--- config.mk ---
export PLATFORM = sky130hd
export DESIGN_NAME = stack_alu_seq
export DESIGN_NICKNAME = d
export VERILOG_FILES = /design/src/rtl/stack_alu_seq.sv
export SDC_FILE = /design/constraint.sdc
export NUM_CORES = 1
export LEC_CHECK = 0
export ABC_AREA = 0
export CAP_MARGIN = 5
export CORE_UTILIZATION = 45
export CTS_BUF_LIST = sky130_fd_sc_hd__clkbuf_4 sky130_fd_sc_hd__clkbuf_8
export DETAILED_ROUTE_END_ITERATION = 12
export HOLD_SLACK_MARGIN = 0.12
export PLACE_DENSITY = 0.69
export SKIP_LAST_GASP = 1
export SYNTH_ARGS = -nofsm -noshare
export SYNTH_HDL_FRONTEND = slang
export SYNTH_SLANG_ARGS = --single-unit
--- constraint.sdc ---
create_clock -name clk -period 3.06 [get_ports clk]
set_input_delay 0.918 -clock clk [delete_from_list [all_inputs] [get_ports clk]]
set_output_delay 0.918 -clock clk [all_outputs]
set_load 0.01 [all_outputs]
--- src/rtl/stack_alu_seq.sv ---
// -----------------------------------------------------------------------------
// stack_alu_seq
//   Multi-cycle ALU sitting between the stack core's operand fetch and its
//   writeback. Logic/add/sub ops finish in one cycle. Shifts move one bit per
//   cycle. MUL/MULH use shift-add and DIV/MOD use a restoring divider, each
//   needing WIDTH+1 cycles. Handshake is valid/ready on both sides. The
//   result and flags are registered.
//
//   Optional feature macro: ALU_DIVIDE_EN
//     defined   : DIV/MOD (01110/01111) are implemented.
//     undefined : DIV/MOD decode as illegal ops (q=0, err=1, one cycle) and
//                 no divider datapath is built.
//
// Ports
//   clk        rising-edge clock
//   reset_n    asynchronous active-low reset
//   in_valid   op/a/b presented       in_ready   high only in IDLE
//   op[4:0]    operation code         a, b       operands
//   abort      cancels a BUSY op; no result is produced
//   out_valid  result valid (DONE)    out_ready  consumer takes result
//   q          result                 carry      carry / no-borrow
//   zero       q == 0                 minus1     q == all ones
//   sign       q[WIDTH-1]             err        illegal op or divide by zero
// -----------------------------------------------------------------------------
module stack_alu_seq #(
  parameter int WIDTH   = 16,
  parameter int SHAMT_W = $clog2(WIDTH)
) (
  input  logic             clk,
  input  logic             reset_n,
  input  logic             in_valid,
  output logic             in_ready,
  input  logic [4:0]       op,
  input  logic [WIDTH-1:0] a,
  input  logic [WIDTH-1:0] b,
  input  logic             abort,
  output logic             out_valid,
  input  logic             out_ready,
  output logic [WIDTH-1:0] q,
  output logic             carry,
  output logic             zero,
  output logic             minus1,
  output logic             sign,
  output logic             err
);

  // The iteration counter must be able to hold WIDTH itself.
  localparam int CNT_W = SHAMT_W + 1;

  localparam logic [1:0] S_IDLE = 2'd0;
  localparam logic [1:0] S_BUSY = 2'd1;
  localparam logic [1:0] S_DONE = 2'd2;

  localparam logic [4:0] OP_ADD  = 5'b00000;
  localparam logic [4:0] OP_ADC  = 5'b00001;
  localparam logic [4:0] OP_SUB  = 5'b00010;
  localparam logic [4:0] OP_AND  = 5'b00011;
  localparam logic [4:0] OP_OR   = 5'b00100;
  localparam logic [4:0] OP_XOR  = 5'b00101;
  localparam logic [4:0] OP_NOT  = 5'b00110;
  localparam logic [4:0] OP_PASS = 5'b00111;
  localparam logic [4:0] OP_SHL  = 5'b01000;
  localparam logic [4:0] OP_SHR  = 5'b01001;
  localparam logic [4:0] OP_SAR  = 5'b01010;
  localparam logic [4:0] OP_MUL  = 5'b01100;
  localparam logic [4:0] OP_MULH = 5'b01101;
`ifdef ALU_DIVIDE_EN
  localparam logic [4:0] OP_DIV  = 5'b01110;
  localparam logic [4:0] OP_MOD  = 5'b01111;
`endif

  // ---------------------------------------------------------------------------
  // State
  //   acc/aux : shifts use acc; multiply keeps {hi,lo} = {acc,aux};
  //             divide keeps remainder in acc and the quotient/dividend in aux.
  //   m_r     : multiplicand (MUL/MULH) or divisor (DIV/MOD).
  // ---------------------------------------------------------------------------
  logic [1:0]       state, state_d;
  logic [4:0]       op_r, op_d;
  logic [WIDTH-1:0] acc, acc_d;
  logic [WIDTH-1:0] aux, aux_d;
  logic [WIDTH-1:0] m_r, m_d;
  logic [CNT_W-1:0] cnt, cnt_d;
  logic             carry_reg, carry_reg_d;

  logic             res_load;
  logic [WIDTH-1:0] res_q;
  logic             res_c;
  logic             res_err;

  logic [SHAMT_W-1:0] shamt;
  logic [WIDTH:0]     sum_add, sum_adc, sum_sub;
  logic [WIDTH:0]     mul_sum;
  logic [WIDTH-1:0]   mul_hi_n, mul_lo_n;
  logic               last;

  assign in_ready  = (state == S_IDLE);
  assign out_valid = (state == S_DONE);

  assign shamt   = b[SHAMT_W-1:0];
  assign sum_add = {1'b0, a} + {1'b0, b};
  assign sum_adc = {1'b0, a} + {1'b0, b} + {{WIDTH{1'b0}}, carry_reg};
  // Subtract as a + ~b + 1 so bit WIDTH is the no-borrow flag.
  assign sum_sub = {1'b0, a} + {1'b0, ~b} + {{WIDTH{1'b0}}, 1'b1};

  // One shift-add step: conditionally add the multiplicand into the high
  // word, then shift the whole {carry,hi,lo} right by one.
  assign mul_sum  = {1'b0, acc} + (aux[0] ? {1'b0, m_r} : {(WIDTH+1){1'b0}});
  assign mul_hi_n = mul_sum[WIDTH:1];
  assign mul_lo_n = {mul_sum[0], aux[WIDTH-1:1]};

`ifdef ALU_DIVIDE_EN
  // One restoring-divide step: shift the next dividend bit into the
  // remainder and subtract the divisor if it fits. A zero divisor always
  // "fits", which naturally yields q=all ones and remainder=a.
  logic [WIDTH:0]   rem_sh;
  logic             div_ge;
  logic [WIDTH-1:0] rem_n, quo_n;

  assign rem_sh = {acc, aux[WIDTH-1]};
  assign div_ge = (rem_sh >= {1'b0, m_r});
  assign rem_n  = div_ge ? (rem_sh[WIDTH-1:0] - m_r) : rem_sh[WIDTH-1:0];
  assign quo_n  = {aux[WIDTH-2:0], div_ge};
`endif

  assign last = (cnt == CNT_W'(1));

  function automatic logic [WIDTH-1:0] shift1(input logic [4:0] o,
                                              input logic [WIDTH-1:0] v);
    case (o)
      OP_SHL:  shift1 = v << 1;
      OP_SHR:  shift1 = v >> 1;
      default: shift1 = {v[WIDTH-1], v[WIDTH-1:1]};
    endcase
  endfunction

  always_comb begin
    // NOTE: every signal assigned here gets a default first, so no path
    // leaves it unassigned and no latch is inferred.
    state_d     = state;
    op_d        = op_r;
    acc_d       = acc;
    aux_d       = aux;
    m_d         = m_r;
    cnt_d       = cnt;
    carry_reg_d = carry_reg;
    res_load    = 1'b0;
    res_q       = '0;
    res_c       = 1'b0;
    res_err     = 1'b0;

    case (state)
      S_IDLE: begin
        if (in_valid) begin
          op_d = op;
          case (op)
            OP_ADD: begin
              res_q = sum_add[WIDTH-1:0]; res_c = sum_add[WIDTH];
              carry_reg_d = sum_add[WIDTH]; res_load = 1'b1;
            end
            OP_ADC: begin
              res_q = sum_adc[WIDTH-1:0]; res_c = sum_adc[WIDTH];
              carry_reg_d = sum_adc[WIDTH]; res_load = 1'b1;
            end
            OP_SUB: begin
              res_q = sum_sub[WIDTH-1:0]; res_c = sum_sub[WIDTH];
              carry_reg_d = sum_sub[WIDTH]; res_load = 1'b1;
            end
            OP_AND:  begin res_q = a & b; res_load = 1'b1; end
            OP_OR:   begin res_q = a | b; res_load = 1'b1; end
            OP_XOR:  begin res_q = a ^ b; res_load = 1'b1; end
            OP_NOT:  begin res_q = ~a;    res_load = 1'b1; end
            OP_PASS: begin res_q = b;     res_load = 1'b1; end
            OP_SHL, OP_SHR, OP_SAR: begin
              // The accept edge already performs the first bit, so n<=1
              // completes immediately and longer shifts need n-1 more cycles.
              if (shamt <= SHAMT_W'(1)) begin
                res_q    = (shamt == '0) ? a : shift1(op, a);
                res_load = 1'b1;
              end else begin
                acc_d   = shift1(op, a);
                cnt_d   = {1'b0, shamt} - CNT_W'(1);
                state_d = S_BUSY;
              end
            end
            OP_MUL, OP_MULH: begin
              acc_d   = '0;
              aux_d   = b;
              m_d     = a;
              cnt_d   = CNT_W'(WIDTH);
              state_d = S_BUSY;
            end
`ifdef ALU_DIVIDE_EN
            OP_DIV, OP_MOD: begin
              acc_d   = '0;
              aux_d   = a;
              m_d     = b;
              cnt_d   = CNT_W'(WIDTH);
              state_d = S_BUSY;
            end
`endif
            default: begin
              res_q    = '0;
              res_err  = 1'b1;
              res_load = 1'b1;
            end
          endcase
          if (res_load) state_d = S_DONE;
        end
      end

      S_BUSY: begin
        if (abort) begin
          state_d = S_IDLE;
        end else begin
          cnt_d = cnt - CNT_W'(1);
          case (op_r)
            OP_MUL, OP_MULH: begin
              acc_d = mul_hi_n;
              aux_d = mul_lo_n;
              res_q = (op_r == OP_MUL) ? mul_lo_n : mul_hi_n;
              res_c = (op_r == OP_MUL) ? (|mul_hi_n) : 1'b0;
            end
`ifdef ALU_DIVIDE_EN
            OP_DIV, OP_MOD: begin
              acc_d   = rem_n;
              aux_d   = quo_n;
              res_q   = (op_r == OP_DIV) ? quo_n : rem_n;
              res_err = (m_r == '0);
            end
`endif
            default: begin
              acc_d = shift1(op_r, acc);
              res_q = shift1(op_r, acc);
            end
          endcase
          if (last) begin
            res_load = 1'b1;
            state_d  = S_DONE;
          end
        end
      end

      S_DONE: begin
        if (out_ready) state_d = S_IDLE;
      end

      default: state_d = S_IDLE;
    endcase
  end

  // NOTE: sequential state uses non-blocking assignments so every register
  // samples pre-edge values regardless of statement order.
  always_ff @(posedge clk or negedge reset_n) begin
    if (!reset_n) begin
      state     <= S_IDLE;
      op_r      <= '0;
      acc       <= '0;
      aux       <= '0;
      m_r       <= '0;
      cnt       <= '0;
      carry_reg <= 1'b0;
      q         <= '0;
      carry     <= 1'b0;
      zero      <= 1'b0;
      minus1    <= 1'b0;
      sign      <= 1'b0;
      err       <= 1'b0;
    end else begin
      state     <= state_d;
      op_r      <= op_d;
      acc       <= acc_d;
      aux       <= aux_d;
      m_r       <= m_d;
      cnt       <= cnt_d;
      carry_reg <= carry_reg_d;
      if (res_load) begin
        q      <= res_q;
        carry  <= res_c;
        zero   <= (res_q == '0);
        minus1 <= (&res_q);
        sign   <= res_q[WIDTH-1];
        err    <= res_err;
      end
    end
  end

endmodule

* Word-level counts from Yosys, hierarchy flattened
Cells that the tools add are included.
Cells by class: bitwise operators 5, reductions and logical operators 18, $lt $le $gt $ge 1, multiplexer cells 53, equal/unequal tests 29, add/sub/neg operators 7
Operators by type and width (count):
- $mux W16 | 15
- $pmux W16 S2 | 6
- $pmux W16 S9 | 1
- $add A16 B16 Y17 | 3
- $eq A5 B4 Y1 const B | 9
- $not A16 Y16 | 2
- $eq A5 B3 Y1 const B | 4
- $pmux W5 S2 | 2
- $add A17 B1 Y17 | 1
- $add A17 B1 Y17 const B | 1
- $and A16 B16 Y16 | 1
- $logic_not A16 Y1 | 1
- $or A16 B16 Y16 | 1
- $reduce_and A16 Y1 | 1
- $reduce_or A16 Y1 | 1
- $xor A16 B16 Y16 | 1
- $mux W5 | 3
- $reduce_and A5 Y1 | 3
- $mux W1 | 13
- $reduce_or A13 Y1 | 1
- $mux W2 | 6
- $eq A5 B1 Y1 const B | 2
- $eq A5 B2 Y1 const B | 2
- $ne A2 B1 Y1 const B | 3
- 23 further kinds | 30
Storage, ports and cells: output and inout bits 23, word-level logic and storage cells 126, register bits 82, input port bits 42

* Logic depth before layout (Yosys ltp)
Gate-level depths: netlist of run 1.
word-level depth 8, mapped depth 15, mapped depth without buffers 15

* Worst setup path after synthesis of run 1
Ideal clock, no wire load.
path kind in2reg, from in a[0], to reg zero, path slack -636 ps, buffers on the path 0, arrival time 3593 ps, library setup time 103 ps, cell stages on the path 13, required time 2957 ps, cells stage by stage ha_1 inv_1 fa_1 xnor2_1 and3_1 nand2_1 nor3_1 nor4b_2 nand3_1 xnor2_1 a211oi_1 o211ai_1 o41ai_2
Between the ends: cells in the longest elaborated chain, start to end 7, elaborated cells on any way between the ends 15, classes of those cells add/sub (4); mux (6); bitwise (4); reduce/logical (1)
RTL lines:
- start: declaration | RTL line 34 | input logic [WIDTH-1:0] a,
- branches (longest 3 deep; another with $add A16 B16 Y17)
- $pmux W16 S9 (*) | RTL line 156 | case (op)
- $mux W16 (*) | RTL line 154 | if (in_valid) begin
- $pmux W16 S2 (*) | RTL line 152 | case (state)
- $logic_not A16 Y1 (*) | RTL line 280 | zero <= (res_q == '0);
- end signal: assignment | RTL line 280
- end: declaration | RTL line 41 | output logic zero,
Every way passes the cells marked *. A chain may end at the register's enable or synchronous reset.

* Worst setup path after layout of run 1
from in b[1], to reg carry
Between the ends: cells in the longest elaborated chain, start to end 7, elaborated cells on any way between the ends 15, classes of those cells add/sub (4); order compare (1); mux (9); bitwise (1)
RTL lines:
- start: declaration | RTL line 35 | input logic [WIDTH-1:0] b,
- branches (longest 7 deep; another with $add A16 B16 Y17)
- end signal: assignment | RTL line 279 | carry <= res_c;
- end: declaration | RTL line 40 | output logic carry,
Several ways; the timed one is not identified. The select of a mux whose other input is x is not followed.

==> key figures, run 1 <==
Yosys
  – Synth top area cells: dfrtp_1 (22%), ha_1 (10%), nand2_1 (6.1%), nor2_1 (4.7%), o21ai_0 (4.1%)
  – Synth cell types: 100
  – Asr flop ratio synth: 100%
  – FF+latch count, synth: 81
  – Cells after Synth: 1214
  – Sequential area share after synthesis: 21.6%
  – Top post-synthesis cells by count: nand2_1 (153), nor2_1 (118), dfrtp_1 (81), ha_1 (77), o21ai_0 (77)
  – Mapped cell area: between 9000 and 10000 sq um
  – Synth area leader: dfrtp_1
  – Top-area cell type share of the netlist area: 21.6%
  – Syn nets: 1336
  – Top-count cell post-synth: nand2_1
  – YS warnings: 0
  – Predominant post-synthesis flop cell: dfrtp_1
  – Mean Syn Cell Area: 7.74 sq um
  – Post-synth EDFFs: 0

Global route
  – Initial antenna violation count: 1
  – Remaining Overflow, GRT: 0
  – Pin count of the biggest net entering global routing: 53
  – Number of global-route vias before repair: 11300
  – Total track usage: 37.3%
  – First-pass GRT wire length: 62400 microns

Finish
  – Fin util: between 70% and 80%
  – Share of layout cells above drive strength 1: between 40% and 50%
  – Final #Nets: 1767
  – Final antenna diode count: 0
  – Area Overhead vs Synth: 60.0%

Die
  – Total core area: 20400 sq um
  – Ports: 65
  – Chip Width: 146 microns
  – Row count: 52
  – Initial Util: 46.1%
  – Die area: 21500 sq um
  – Die Height: 146 microns

Timing
  – Slew at the pin with the worst max-slew slack: ~0.66 ns
  – RSZ-0062 raised after global routing: true
  – Worst slew margin: 56.1%
  – Slew Viols, Final: 0
  – Peak Freq: 274 MHz
  – Crit share post-route: 119%
  – Final hold vios: 0
  – Minimum clock period: approximately 3.7 ns
  – Slack of the critical path: -0.595 ns
  – Clock Skew: around 0.019 ns
  – Total negative slack: -5.62 ns
  – Final setup fails: 16

Worst setup path
  – Critical Path AT: 3.90 ns
  – CP endpoint: carry
  – Crit path top cell by count: buf_6
  – CP Capture Type: flop
  – CP startpoint kind: input pin
  – Cell family with most CP delay: buffers and inverters
  – Slowest stage delay, CP: between 0.3 and 0.4 ns
  – Stages on the worst setup path: 18
  – CP Class: input pin to flop
  – Worst-path cell chain: buf_6, clkinvlp_4, buf_6, ha_4, a211oi_4, buf_6, nor3_4, o21ai_2, nand4_4, buf_6, buf_6, nor4_4, buf_4, nand4_1, xor2_1, a22oi_1, buf_4, o211ai_1
  – Worst-path maximum fanout: 5
  – Reg2reg end: zero
  – Worst reg2reg setup slack: -0.35 ns
  – Worst R2R Start: aux[0]
  – Worst R2R Path Depth: 15
  – Max stage delay cell, worst path: nor4_4
  – Crit path from: b[1]
  – Buf/Inv on CP: 8
  – WP data required: 3.30 ns

Route
  – Vias: 11900
  – Drt drc: 0
  – Vias per inst: 6.21
  – Pre-antenna DRT Iters: 5
  – Remaining antenna violation count: 0
  – Post-DR wirelength/cell: between 20 and 25 microns
  – Post-Route WL: 41700 microns
  – Initial DRC count: 1083

Placed design
  – Final GP Congestion: 0.981
  – I/O Buffers: 64
  – Dpl hpwl: ~30000 microns

Run status
  – Violated checks: negative setup slack
  – Status: finished with violations

Clock network
  – Clk slew on worst S/H paths: 0.10 ns
  – Number of CTS-inserted buffers: 9
  – H-tree Lvls: 3
  – CTS max path bufs: 2
  – Hold-fix buffer count after cts: 0
  – CTS tree: built
  – TritonCTS Sinks: between 80 and 90
  – Clock Latency Late Sink: about 0.37 ns
  – Clk root buf: clkbuf_8

Worst hold path
  – Worst hold path type: input pin to asynchronous set/reset pin

Flow run
  – Max Cap Violations: 0

Pwr
  – P_leak: 6.77 nW
  – Power per cell area: 439 nW/um^2
  – VDD IR max: 0.214 mV
==> metrics by stage <==
step	setup slack, ns	area, sq um	hold WS (ns)	std cells	power [mW]
global placement	-1.35	13100	0.453	1837	5.03
CTS	-0.582	14400	0.480	1891	6.19
floorplan	-0.423	9610	0.442	1214	3.51
finish	-0.595	15000	0.467	1920	6.60
global route	-0.727	15000	0.485	1920	7.00
detailed placement	-1.38	13100	0.462	1837	5.12
==> worst reg2reg max path, cell delays in order (launching register included) <==
cell	delay, ns
dfrtp_1	0.40
and2_4	0.14
ha_2	0.18
fa_2	0.35
a211oi_2	0.23
buf_4	0.17
o21ba_2	0.18
nor3_1	0.06
o311ai_1	0.33
buf_4	0.18
nand4_1	0.13
nor2_1	0.13
nand3_1	0.13
nor4_4	0.32
nand4_1	0.14
o41ai_2	0.23
==> area by class of cell <==
type	count	area [sq um]
Sequential cell	81	2030
Fill cell	1476	5340
Timing Repair Buffer	491	4100
Clock inverter	6	50.0
Clock buffer	10	138
Multi-Input combinational cell	1006	8150
Inverter	56	225
Tap cell	270	338
==> report_power, final <==
group | leakage, nW | total [mW] | switching, mW | internal [mW]
combinational | 5.67 | 4.16 | 2.15 | 2.00
clock | 0.0899 | 0.786 | 0.458 | 0.328
sequential | 1.01 | 1.66 | 0.278 | 1.38
total | 6.77 | 6.60 | 2.89 | 3.71
==> what timing repair did <==
action	in CTS	in global routing
gates cloned	0	0
pin swaps	83	81
gates resized for setup	224	112
setup buffers	39	35
endpoints found under the hold margin	0	0
setup endpoints to repair	22	23
==> worst min-delay path by stage <==
stage,start,endpoint,depth (start not counted)
after floorplan,m_r[0],m_r[0],2
after global routing,reset_n,m_r[11],1
after global placement,m_r[8],m_r[8],2
after detailed placement,m_r[12],m_r[12],2
after CTS,reset_n,m_r[11],1
final,reset_n,m_r[11],1
==> kinds of logic after synthesis <==
family          after synthesis  share of synthesized area [%]
fa+ha+maj                    80                           10.9
buf+inv                     127                           5.59
flops                        81                           21.6
mux                          38                           5.38
xor+xnor                     40                           3.88
simple gates                479                           25.4
compound gates              369                           27.3
==> metal layers <==
layer	global-route usage [%]	wire (microns)	share of wire, %	vias up
li1	-	-	-	5319
met1	49.8	16600	40	5669
met2	59.8	18800	45	730
met3	5.75	3770	9.0	213
met4	16.2	2510	6.0	0
met5	0	0	0	-
==> cell usage in the layout (no fill, tap or decap), types with 21 or more instances in the layout <==
cell / count
a21oi_1: 54
nor2_1: 106
nand3_1: 30
clkdlybuf4s50_1: 37
nand2_1: 148
dfrtp_1: 81
buf_6: 47
o21ai_0: 62
inv_1: 36
and2_1: 21
a31oi_1: 34
ha_1: 55
nor3_1: 22
buf_4: 376
Note: power is estimated with default switching activity, not from simulation.
==> inputs of run 2 (changes only) <==
--- a/config.mk
+++ b/config.mk
@@ -10,8 +10,8 @@
 export CORE_UTILIZATION = 45
 export CTS_BUF_LIST = sky130_fd_sc_hd__clkbuf_4 sky130_fd_sc_hd__clkbuf_8
 export DETAILED_ROUTE_END_ITERATION = 12
-export HOLD_SLACK_MARGIN = 0.12
-export PLACE_DENSITY = 0.69
+export HOLD_SLACK_MARGIN = 0.05
+export PLACE_DENSITY = 0.67
 export SKIP_LAST_GASP = 1
 export SYNTH_ARGS = -nofsm -noshare
 export SYNTH_HDL_FRONTEND = slang
==> constraint.sdc (replaced) <==
create_clock -name clk -period 3.76 [get_ports clk]
set_input_delay 1.128 -clock clk [delete_from_list [all_inputs] [get_ports clk]]
set_output_delay 1.128 -clock clk [all_outputs]
set_load 0.01 [all_outputs]
==> key figures, run 2 (synthesized netlist as in run 1, its figures left out) <==
Worst setup path
  – Critical Path AT: 4.22 ns (+0.32 ns)
  – Worst R2R Start: aux[0]
  – WP data required: 4.09 ns (+0.79 ns)
  – CP Capture Type: flop
  – CP startpoint kind: input pin
  – Worst-path maximum fanout: 9 (+4)
  – Worst-path cell chain: clkdlybuf4s50_1, inv_2, ha_4, buf_8, nand2_2, o21ai_4, a21oi_2, xnor2_2, buf_4, and3_1, a211o_1, nand4_1, buf_4, nor4b_4, nand4b_1, o31ai_4
  – Crit path top cell by count: buf_4
  – Slowest stage delay, CP: 0.49 ns (+0.17 ns)
  – Worst R2R Path Depth: 15 (unchanged)
  – Reg2reg end: minus1
  – Max stage delay cell, worst path: clkdlybuf4s50_1
  – Worst reg2reg setup slack: 0.01 ns (+0.36 ns)
  – CP Class: input pin to flop

Finish
  – Final #Nets: 1675 (-5.2%)
  – Area Overhead vs Synth: 44.7%
  – Commonest non-fill, non-tap cell in the layout: buf_4
  – Fin util: 66.8% (-7.0 points)
  – Share of layout cells above drive strength 1: 34.9% (-7.8 points)
  – Final std cells w/o fill: 1829 (-4.7%)
  – Most frequent cells in the layout: buf_4 (324), nand2_1 (150), nor2_1 (115)
  – Fill count: 1700 (+15%)

Clock network
  – Number of CTS-inserted buffers: 9 (unchanged)
  – CTS tree: built
  – Hold-fix buffer count after cts: 0 (unchanged)
  – H-tree Lvls: 3 (unchanged)
  – Clk slew on worst S/H paths: 0.11 ns (about the same)
  – TritonCTS Sinks: 81 (unchanged)
  – Clk root buf: clkbuf_8
  – Clock Latency Late Sink: 0.40 ns (+0.03 ns)
  – CTS max path bufs: 2 (unchanged)

Die
  – Ports: 65 (unchanged)
  – Row count: 52 (unchanged)
  – Chip Width: 146 microns (unchanged)
  – Die Height: 146 microns (unchanged)
  – Total core area: 20400 sq um (unchanged)
  – Initial Util: 46.1% (unchanged)
  – Die area: 21500 sq um (unchanged)

Timing
  – Crit share post-route: 104%
  – Fin Hold WS: 0.478 ns (+0.0114 ns)
  – Slack of the critical path: -0.132 ns (+0.464 ns)
  – Slew Viols, Final: 0 (unchanged)
  – Minimum clock period: 3.89 ns
  – Clock Skew: 0.0200 ns (+0.000530 ns)
  – Total negative slack: -0.176 ns (+5.45 ns)
  – Worst slew margin: 36.0% (-20 points)
  – Final setup fails: 2 (-14)
  – Slew at the pin with the worst max-slew slack: 0.946 ns (+0.287 ns)
  – RSZ-0062 raised after global routing: true
  – Final hold vios: 0 (unchanged)
  – Peak Freq: 257 MHz

Route
  – Drt drc: 0 (unchanged)
  – Remaining antenna violation count: 0 (unchanged)
  – Initial DRC count: 1105 (+2.0%)
  – Post-Route WL: 38500 microns (-7.8%)
  – Post-DR wirelength/cell: 21.0 microns (-3.2%)
  – Vias: 11200 (-6.2%)
  – Pre-antenna DRT Iters: 5 (unchanged)
  – Vias per inst: 6.12 (-1.5%)

Worst hold path
  – Hold Path End: m_r[10]
  – Worst hold stages: 2
  – Worst hold path type: flop to flop
  – Hold_sp: m_r[10]

Global route
  – Pin count of the biggest net entering global routing: 60 (+13%)
  – Total track usage: 35.6% (-1.8 points)
  – Initial antenna violation count: 0 (-1)
  – First-pass GRT wire length: 59200 microns (-5.2%)
  – Remaining Overflow, GRT: 0 (unchanged)
  – Number of global-route vias before repair: 10700 (-4.7%)

Run status
  – Status: finished with violations
  – Violated checks: negative setup slack

Placed design
  – Final GP Congestion: 1.02 (+3.5%)
  – I/O Buffers: 64 (unchanged)
  – Dpl hpwl: 30100 microns (-1.4%)
  – # placed instances: 1790 (-2.6%)

Pwr
  – Power per cell area: 349 nW/um^2 (-21%)
  – VDD IR max: 0.150 mV (-30%)
  – P_leak: 6.22 nW (-8.1%)
  – Design Power: 4.75 mW (-28%)

Flow run
  – Max Cap Violations: 0 (unchanged)
run 2: changes by cell type in the layout (fill, tap and decap cells not counted), moves of 7 or more:
cell | previous run | this run
a21oi_1 | 54 | 62
a21oi_2 | 16 | 9
buf_12 | 10 | 1
buf_4 | 376 | 324
buf_6 | 47 | 12
nor2_1 | 106 | 115
o21ai_0 | 62 | 73
o21ai_2 | 11 | 3
run 2: worst max-delay path by stage:
stage | from | to
CTS | a[6] | zero
global placement | b[4] | zero
global route | aux[0] | zero
finish | a[7] | minus1
detailed placement | b[4] | zero
floorplan | a[2] | zero
run 2: timing repair:
item | CTS | global route
setup buffers | 13 | 9
pin swaps | 50 | 27
endpoints found under the setup margin | 14 | 11
resized for setup | 124 | 81
run 2: critical path: cells and delay by family:
family / cells / cell delay (ns)
buf+inv: 5 / 0.97
simple gates: 5 / 0.89
compound gates: 4 / 0.79
fa+ha+maj: 1 / 0.27
xor+xnor: 1 / 0.15
run 2: layout make-up:
cell class,instances,area (sq um),area share [%]
Inverter,56,210,1.55
Sequential cell,81,2030,14.9
Tap cell,270,338,2.48
Antenna cell,1,2.50,0.0184
Timing Repair Buffer,399,3200,23.5
Multi-Input combinational cell,1006,7630,56.2
Clock inverter,6,50.0,0.368
Clock buffer,10,138,1.01
run 2: per-layer routing:
metal	track usage, %	vias to the layer above	part of all wire [%]
met2	56.8	600	45
met1	48.7	5320	42
met3	3.66	139	8.0
met4	15.3	0	4.9
met5	0	-	0
li1	-	5134	-
run 2: through the flow:
stage	cell area, sq um	worst slack (ns)
after floorplan	9420	-0.0359
after global placement	12400	-0.796
after global routing	13600	-0.237
final	13600	-0.132
after CTS	13200	-0.124
after detailed placement	12400	-0.873
run 2: report_power, final:
group	leakage [nW]	switching, mW	total, mW	internal, mW
clock	0.0895	0.398	0.663	0.265
sequential	1.01	0.249	1.37	1.12
combinational	5.12	1.50	2.71	1.21
total	6.22	2.15	4.75	2.60
